### config.mk
export PLATFORM = sky130hd
export DESIGN_NAME = bcd_serial_addsub_flat
export DESIGN_NICKNAME = d
export VERILOG_FILES = /design/src/rtl/bcd_serial_addsub_if.sv /design/src/rtl/bcd_serial_addsub.sv /design/src/flat_wrapper.sv
export SDC_FILE = /design/constraint.sdc
export NUM_CORES = 1
export LEC_CHECK = 0
export CAP_MARGIN = 0
export CORE_MARGIN = 2
export CORE_UTILIZATION = 50
export DETAILED_ROUTE_END_ITERATION = 7
export PLACE_DENSITY = 0.74
export SETUP_SLACK_MARGIN = 0.15
export SLEW_MARGIN = 20
export SYNTH_ARGS = -nofsm -noshare
export SYNTH_HDL_FRONTEND = slang
export SYNTH_SLANG_ARGS = --single-unit
### constraint.sdc
create_clock -name clk -period 5 [get_ports clk]
set_input_delay 1 -clock clk [delete_from_list [all_inputs] [get_ports clk]]
set_output_delay 1 -clock clk [all_outputs]
set_load 0.05 [all_outputs]
### src/rtl/bcd_serial_addsub_if.sv
// Handshake bundle for the digit-serial BCD add/sub stage: operand set in, packed result out.
interface bcd_serial_addsub_if #(
  parameter int DIGITS = 4
);
  logic                  in_valid;
  logic                  in_ready;
  logic [4*DIGITS-1:0]   in_a;
  logic [4*DIGITS-1:0]   in_b;
  logic                  in_sub;
  logic                  in_cin;
  logic                  out_valid;
  logic                  out_ready;
  logic [4*DIGITS-1:0]   out_res;
  logic                  out_cout;
  logic                  out_err;

  modport master (
    output in_valid, in_a, in_b, in_sub, in_cin, out_ready,
    input  in_ready, out_valid, out_res, out_cout, out_err
  );

  modport slave (
    input  in_valid, in_a, in_b, in_sub, in_cin, out_ready,
    output in_ready, out_valid, out_res, out_cout, out_err
  );
endinterface

### src/rtl/bcd_serial_addsub.sv
// Digit-serial packed-BCD add/subtract, LSD first, one digit per cycle with a rippled carry/borrow.
// Latency DIGITS cycles accept->out_valid; in_ready only in IDLE, result held until out_ready.
module bcd_serial_addsub #(
  parameter int DIGITS = 4
) (
  input  logic                   clk,
  input  logic                   rst,
  bcd_serial_addsub_if.slave     bus
);
  localparam int W  = 4 * DIGITS;
  localparam int IW = (DIGITS > 1) ? $clog2(DIGITS) : 1;

  typedef enum logic [1:0] {IDLE, RUN, DONE} state_t;

  state_t          state_q, state_d;
  logic [W-1:0]    a_q, a_d, b_q, b_d;
  logic [W-1:0]    res_q, res_d, out_res_q, out_res_d;
  logic [IW-1:0]   idx_q, idx_d;
  logic            sub_q, sub_d, carry_q, carry_d, err_q, err_d;
  logic            out_cout_q, out_cout_d, out_err_q, out_err_d;
  logic            in_ready_q, in_ready_d, out_valid_q, out_valid_d;

  logic [3:0]      da, db, digit;
  logic [4:0]      sum5, dif5;
  logic            carry_nxt, err_nxt, last;
  logic [W-1:0]    res_nxt;

  // Digit datapath: the operands shift right so the active digit is always in [3:0].
  always_comb begin
    da   = a_q[3:0];
    db   = b_q[3:0];
    sum5 = {1'b0, da} + {1'b0, db} + {4'b0, carry_q};
    dif5 = {1'b0, da} - {1'b0, db} - {4'b0, carry_q};
    if (sub_q) begin
      carry_nxt = dif5[4];
      digit     = carry_nxt ? (dif5[3:0] + 4'd10) : dif5[3:0];
    end else begin
      carry_nxt = (sum5 > 5'd9);
      digit     = carry_nxt ? (sum5[3:0] - 4'd10) : sum5[3:0];
    end
    res_nxt = res_q;
    res_nxt[{idx_q, 2'b00} +: 4] = digit;
    err_nxt = err_q | (da > 4'd9) | (db > 4'd9);
    last    = (idx_q == IW'(DIGITS - 1));
  end

  always_comb begin
    state_d    = state_q;
    a_d        = a_q;
    b_d        = b_q;
    res_d      = res_q;
    idx_d      = idx_q;
    sub_d      = sub_q;
    carry_d    = carry_q;
    err_d      = err_q;
    out_res_d  = out_res_q;
    out_cout_d = out_cout_q;
    out_err_d  = out_err_q;
    case (state_q)
      IDLE: begin
        if (bus.in_valid) begin
          a_d     = bus.in_a;
          b_d     = bus.in_b;
          sub_d   = bus.in_sub;
          carry_d = bus.in_cin;
          idx_d   = '0;
          err_d   = 1'b0;
          res_d   = '0;
          state_d = RUN;
        end
      end
      RUN: begin
        a_d     = a_q >> 4;
        b_d     = b_q >> 4;
        carry_d = carry_nxt;
        res_d   = res_nxt;
        err_d   = err_nxt;
        if (last) begin
          state_d    = DONE;
          out_res_d  = res_nxt;
          out_cout_d = carry_nxt;
          out_err_d  = err_nxt;
        end else begin
          idx_d = idx_q + IW'(1);
        end
      end
      DONE: begin
        // No bypass: IDLE must be visited for a cycle before the next accept.
        if (bus.out_ready) state_d = IDLE;
      end
      default: state_d = IDLE;
    endcase
    in_ready_d  = (state_d == IDLE);
    out_valid_d = (state_d == DONE);
  end

  always_ff @(posedge clk or negedge rst) begin
    if (!rst) begin
      state_q     <= IDLE;
      a_q         <= '0;
      b_q         <= '0;
      res_q       <= '0;
      idx_q       <= '0;
      sub_q       <= 1'b0;
      carry_q     <= 1'b0;
      err_q       <= 1'b0;
      out_res_q   <= '0;
      out_cout_q  <= 1'b0;
      out_err_q   <= 1'b0;
      in_ready_q  <= 1'b1;
      out_valid_q <= 1'b0;
    end else begin
      state_q     <= state_d;
      a_q         <= a_d;
      b_q         <= b_d;
      res_q       <= res_d;
      idx_q       <= idx_d;
      sub_q       <= sub_d;
      carry_q     <= carry_d;
      err_q       <= err_d;
      out_res_q   <= out_res_d;
      out_cout_q  <= out_cout_d;
      out_err_q   <= out_err_d;
      in_ready_q  <= in_ready_d;
      out_valid_q <= out_valid_d;
    end
  end

  assign bus.in_ready  = in_ready_q;
  assign bus.out_valid = out_valid_q;
  assign bus.out_res   = out_res_q;
  assign bus.out_cout  = out_cout_q;
  assign bus.out_err   = out_err_q;
endmodule

### src/flat_wrapper.sv
// flat-port wrapper written by rule: the top's interface ports become plain ports
module bcd_serial_addsub_flat 
#(
  parameter int DIGITS = 4
)
  (clk, rst, bus_in_valid, bus_in_a, bus_in_b, bus_in_sub, bus_in_cin, bus_out_ready, bus_in_ready, bus_out_valid, bus_out_res, bus_out_cout, bus_out_err);
  bcd_serial_addsub_if #(.DIGITS(DIGITS)) bus_i ();
  input  logic clk;
  input  logic rst;
  input wire logic [$bits(bus_i.in_valid)-1:0] bus_in_valid;
  input wire logic [$bits(bus_i.in_a)-1:0] bus_in_a;
  input wire logic [$bits(bus_i.in_b)-1:0] bus_in_b;
  input wire logic [$bits(bus_i.in_sub)-1:0] bus_in_sub;
  input wire logic [$bits(bus_i.in_cin)-1:0] bus_in_cin;
  input wire logic [$bits(bus_i.out_ready)-1:0] bus_out_ready;
  output wire logic [$bits(bus_i.in_ready)-1:0] bus_in_ready;
  output wire logic [$bits(bus_i.out_valid)-1:0] bus_out_valid;
  output wire logic [$bits(bus_i.out_res)-1:0] bus_out_res;
  output wire logic [$bits(bus_i.out_cout)-1:0] bus_out_cout;
  output wire logic [$bits(bus_i.out_err)-1:0] bus_out_err;
  assign bus_i.in_valid = bus_in_valid;
  assign bus_i.in_a = bus_in_a;
  assign bus_i.in_b = bus_in_b;
  assign bus_i.in_sub = bus_in_sub;
  assign bus_i.in_cin = bus_in_cin;
  assign bus_i.out_ready = bus_out_ready;
  assign bus_in_ready = bus_i.in_ready;
  assign bus_out_valid = bus_i.out_valid;
  assign bus_out_res = bus_i.out_res;
  assign bus_out_cout = bus_i.out_cout;
  assign bus_out_err = bus_i.out_err;
  bcd_serial_addsub #(.DIGITS(DIGITS)) u_core (.clk(clk), .rst(rst), .bus(bus_i));
endmodule
==> impl_metrics.yaml, run 1 <==
floorplanning:
  die_area_um2: 8753
  io_pins: 58
  core_um2: 7767
  die_x_um: 93.56
  rows: 32
  die_h_um: 93.56
  initial_core_util: 0.5163
clocking:
  cts_resized: 0
  htreeDepth: 3
  cts_tree: "built"
  clk_path_buf_depth: 2
  cts_setup_buffers: 0
  root_buffer: "clkbuf_8"
  numCtsBuffers: 9
  cts_hold_buf: 0
  clk_pin_slew_ns: 0.08
  clkLatencyLatePin_ns: 0.36
  cts.sinks: 75
timing:
  worstMarginPinSlew_ns: 0.9312
  hold_slack_ns: 0.4801
  hold_viol: 0
  final.setup.tns_ns: 0
  final_max_slew_viol_count: 0
  setup_viol_count_final: 0
  period_share: 0.6898
  rsz0062_at_grt: "no"
  maxSlewHeadroom: 0.3777
  final.min_clock_period_ns: 3.449
  worst_slack_ns: 1.551
  fmax_mhz: 290.0
  skew_ns: 0.008215
synthesis:
  syn_area_um2: 4010
  avgSynthCellArea_um2: 9.710
  ys_seq_area_frac: 0.4683
  synth_seq_cells: 75
  synthesis.nets: 472
  synth_cell_types: 49
  synthArstFlopShare: 1.000
  synth_compound_area_frac: 0.2006
  syn_inst: 413
  synthXorXnorAreaFrac: 0.006552
  muxShareOfSynthArea: 0.06771
  synth_area_leader_cell: "dfrtp_1"
  synth_top_family_by_area: "compound AO/OA/AOI/OAI gates"
  ys.flop_type: "dfrtp_1"
  yosys.area_share.simple: 0.1466
  synth.most_common_cell: "dfrtp_1"
  synth_adder_area_share: 0.07301
  synth_commonest_cells: "74 x dfrtp_1, 49 x nand2_1, 43 x o21ai_0"
  yosys-top-cells-area: "dfrtp_1 46%, mux2i_1 6.5%, o21ai_0 5.4%"
  synth_edf_count: 0
  ys.warnings.count: 0
  synth_top_area_frac: 0.4618
routing:
  vias: 3280
  wl_um: 9474
  postRouteAntennaNets: 0
  avgViaCountPerCell: 5.754
  dr.pass1.iters: 4
  wl_per_cell_um: 16.62
  first_iter_violations: 182
  drc_errors: 0
final_layout:
  area_growth_pct: 20.97
  num_antenna_cells: 0
  drive_above_1_share: 0.05769
  num-nets-final: 523
  fin_area_um2: 4851
setup_path:
  ff2ff_path_depth: 10
  criticalPathCategory: "flip-flop to flip-flop"
  path_max_fanout: 8
  critPathRequiredTime_ns: 5.20
  cp_data_arrival_time_ns: 3.65
  cp-start-kind: "flip-flop"
  endpoint_kind: "flip-flop"
job:
  maxCapViolCount: 0
hold_path:
  holdPathStages: 2
  holdCritPathClass: "flip-flop to flip-flop"
global_route:
  antenna_found_initial: 0
  track_usage: 0.2360
  grt_pass1_vias: 3203
  overflow: 0
  grt_pass1_wl_um: 16000
  grt_max_degree: 42
placed_design:
  place_area_um2: 4659
  port_buffers: 57
  dp_hpwl_um: 6704
  place_congestion: 0.9067
  post-place-ws_ns: 1.675
status:
  status: "finished, final reports clean"
sequential cells by signal, indices dropped and copies added, names as in the netlist:
signal,count
u_core.bus.out_err,1
u_core.b_q,16
u_core.bus.out_res,16
u_core.state_q,2
u_core.bus.out_valid,1
u_core.sub_q,1
u_core.err_q,1
u_core.idx_q,2
u_core.res_q,16
u_core.a_q,16
u_core.carry_q,1
u_core.bus.out_cout,1
u_core.bus.in_ready,1
cell usage in the layout, fill, tap and decap left out, types with 7 or more instances in the layout:
cell,netlist,layout
ha_1,17,17
clkbuf_8,0,10
nor2_1,25,25
nor2b_1,13,12
a21oi_1,22,22
nand2b_1,8,8
clkdlybuf4s50_1,0,56
nand3_1,7,7
inv_1,19,19
nand2_1,49,49
dfrtp_1,74,74
a22o_1,12,12
o31ai_1,9,9
mux2i_1,26,26
o21ai_0,43,43
a21o_1,8,8
path summary, 6_finish.rpt:
check | start | slack [ns] | endpoint
max in group asynchronous | rst | 3.25 | u_core.bus.out_res[5]
min in group asynchronous | rst | 0.72 | u_core.b_q[15]
min reg2reg | u_core.res_q[5] | 0.48 | u_core.res_q[5]
max | u_core.carry_q | 1.55 | u_core.bus.out_res[9]
max reg2reg | u_core.carry_q | 1.55 | u_core.bus.out_res[9]
min | u_core.res_q[5] | 0.48 | u_core.res_q[5]
stage by stage:
stage          utilization  cells
4_1_cts             0.6245    570
2_1_floorplan            -    413
3_5_place_dp        0.5999    555
5_1_grt             0.6245    570
3_3_place_gp        0.5999    555
6_report            0.6245    570
worst max-delay path: stages, from the launching register on:
cell      delay [ns]
dfrtp_1         0.43
fa_1            0.48
fa_1            0.42
xnor2_1         0.29
inv_1           0.11
ha_1            0.24
nor2b_1         0.15
a221oi_1        0.37
o21ai_0         0.18
a31oi_2         0.47
o31ai_1         0.15
cell families after synthesis:
kind of cell	after synthesis
buffers and inverters	39
AO/OA/AOI/OAI	125
AND/OR/NAND/NOR	123
adder cells (fa/ha/maj)	21
XOR/XNOR	3
flip-flops	75
multiplexers	27
routing by layer:
| metal | global-route usage | up-vias | part of all wire |
|---|---|---|---|
| li1 | - | 1571 | - |
| met1 | 0.3332 | 1602 | 0.46 |
| met2 | 0.3681 | 95 | 0.47 |
| met3 | 0.04432 | 12 | 0.052 |
| met4 | 0.07971 | 0 | 0.013 |
| met5 | 0 | - | 0 |
final cells by class:
cell class / count / area (um^2)
Clock buffer: 10 / 137.6
Sequential cell: 75 / 1878
Timing Repair Buffer: 60 / 588.1
Multi-Input combinational cell: 299 / 1994
Fill cell: 658 / 2917
Clock inverter: 5 / 53.80
Inverter: 19 / 71.32
Tap cell: 102 / 127.6
Power of run 1 is not shown: default switching activity piles up to over one toggle a cycle in this logic, so the estimate is an artifact.
==> inputs of run 2 (changes only) <==
- clock period: 5 -> 3.5 ns (I/O delays scaled with it)
==> impl_metrics.yaml, run 2 (synthesis gave the netlist of run 1 again) <==
routing:
  wl_per_cell_um: 16.40
  postRouteAntennaNets: 0
  wl_um: 9379
  first_iter_violations: 213
  dr.pass1.iters: 5
  drc_errors: 0
  avgViaCountPerCell: 5.698
  vias: 3259
global_route:
  grt_pass1_vias: 3288
  grt_max_degree: 51
  antenna_found_initial: 0
  grt_pass1_wl_um: 16180
  overflow: 0
  track_usage: 0.2394
final_layout:
  seq_area_um2: 1878
  final_common_cell: "dfrtp_1"
  multiInputGateArea_um2: 2008
  utilization: 0.6298
  num-fill-cells: 674
  area_growth_pct: 22.00
  num_antenna_cells: 0
  num-nets-final: 526
  final_cell_mix: "74 x dfrtp_1, 56 x clkdlybuf4s50_1, 49 x nand2_1"
  instances_no_fill: 572
  drive_above_1_share: 0.06170
floorplanning:
  core_um2: 7767
  initial_core_util: 0.5163
  die_area_um2: 8753
  io_pins: 58
  rows: 32
  die_x_um: 93.56
  die_h_um: 93.56
setup_path:
  cp_data_arrival_time_ns: 3.36
  cpMostUsedCell: "fa_1"
  criticalPathCategory: "flip-flop to flip-flop"
  r2r-start: "u_core.carry_q"
  slowest_stage: "fa_1"
  slowest_delay_ns: 0.47
  cp-start-kind: "flip-flop"
  path_max_fanout: 5
  crit_chain: "inv_1 > fa_1 > fa_1 > nand2b_1 > a211o_1 > and2_1 > o211ai_1 > nand3_1 > a22o_1"
  worstSetupStartpoint: "u_core.carry_q"
  endpoint_kind: "flip-flop"
  critPathRequiredTime_ns: 3.74
clocking:
  cts.sinks: 75
  numCtsBuffers: 9
  root_buffer: "clkbuf_8"
  cts_tree: "built"
  clk_pin_slew_ns: 0.07
  clkLatencyLatePin_ns: 0.35
  clk_path_buf_depth: 2
  htreeDepth: 3
status:
  status: "finished, final reports clean"
hold_path:
  holdCritPathClass: "input pin to asynchronous set/reset pin"
timing:
  hold_slack_ns: 0.2089
  maxSlewHeadroom: 0.4167
  setup_viol_count_final: 0
  skew_ns: 0.004912
  final.setup.tns_ns: 0
  fmax_mhz: 320.8
  final_max_slew_viol_count: 0
  worstMarginPinSlew_ns: 0.8729
  hold_viol: 0
  final.min_clock_period_ns: 3.118
  rsz0062_at_grt: "no"
  period_share: 0.8908
placed_design:
  place_congestion: 0.9283
  port_buffers: 57
  dp_hpwl_um: 6643
  place_inst: 557
job:
  maxCapViolCount: 0
==> run 2: changes by cell type in the layout (fill, tap and decap cells not counted), sizes merged <==
cell / change
clkbuf: +1
buf: +3
bufinv: +1
clkinv: -3
==> run 2: through the flow <==
step	cell area, um^2	setup slack [ns]
2_1_floorplan	4010	0.5908
3_5_place_dp	4674	0.1858
6_report	4892	0.3823
3_3_place_gp	4674	0.3652
4_1_cts	4871	0.1557
5_1_grt	4892	0.1648
==> run 2: final timing paths <==
path	depth (start not counted)	slack [ns]	endpoint
hold / removal	1	0.21	u_core.b_q[15]
setup reg to reg	9	0.38	u_core.res_q[10]
setup / recovery	9	0.38	u_core.res_q[10]
max in group asynchronous	2	2.52	u_core.bus.out_err
hold reg to reg	2	0.48	u_core.bus.out_cout
min in group clk	2	0.48	u_core.bus.out_cout
==> run 2: worst max-delay path, delay by kind of cell (launching register included) <==
kind,cells,cell delay (ns)
AND/OR/NAND/NOR,3,0.64
adder cells (fa/ha/maj),2,0.88
flip-flops,1,0.39
AO/OA/AOI/OAI,3,1.03
buffers and inverters,1,0.07
==> run 2: layer usage <==
| metal | part of all wire | vias to the layer above | wire, um | track usage |
|---|---|---|---|---|
| li1 | - | 1573 | - | - |
| met1 | 0.46 | 1578 | 4298 | 0.3362 |
| met2 | 0.48 | 90 | 4476 | 0.3687 |
| met3 | 0.048 | 18 | 447 | 0.04754 |
| met4 | 0.017 | 0 | 157 | 0.09058 |
| met5 | 0 | - | 0 | 0 |
==> run 2: timing repair <==
item,in CTS,in global routing
buffers inserted,0,1
hold endpoints to repair,0,0
endpoints found under the setup margin,0,16
hold buffers,0,0
gates resized for setup,0,3
==> run 2: final cells by class <==
cell class,count,area share
timing repair buffer,63,0.1248
inverter,19,0.01458
multi-input combinational,299,0.4105
sequential,75,0.3839
clock inverter,3,0.01330
clock buffer,11,0.02685
tap,102,0.02609
Power of run 2 is left out for the same reason.
==> inputs of run 3 (changes only) <==
- CTS_CLUSTER_DIAMETER: unset -> 100
==> results of run 3 <==
Final layout, timing and power as in run 2 (identical DEF).
Power of run 3 is left out for the same reason.
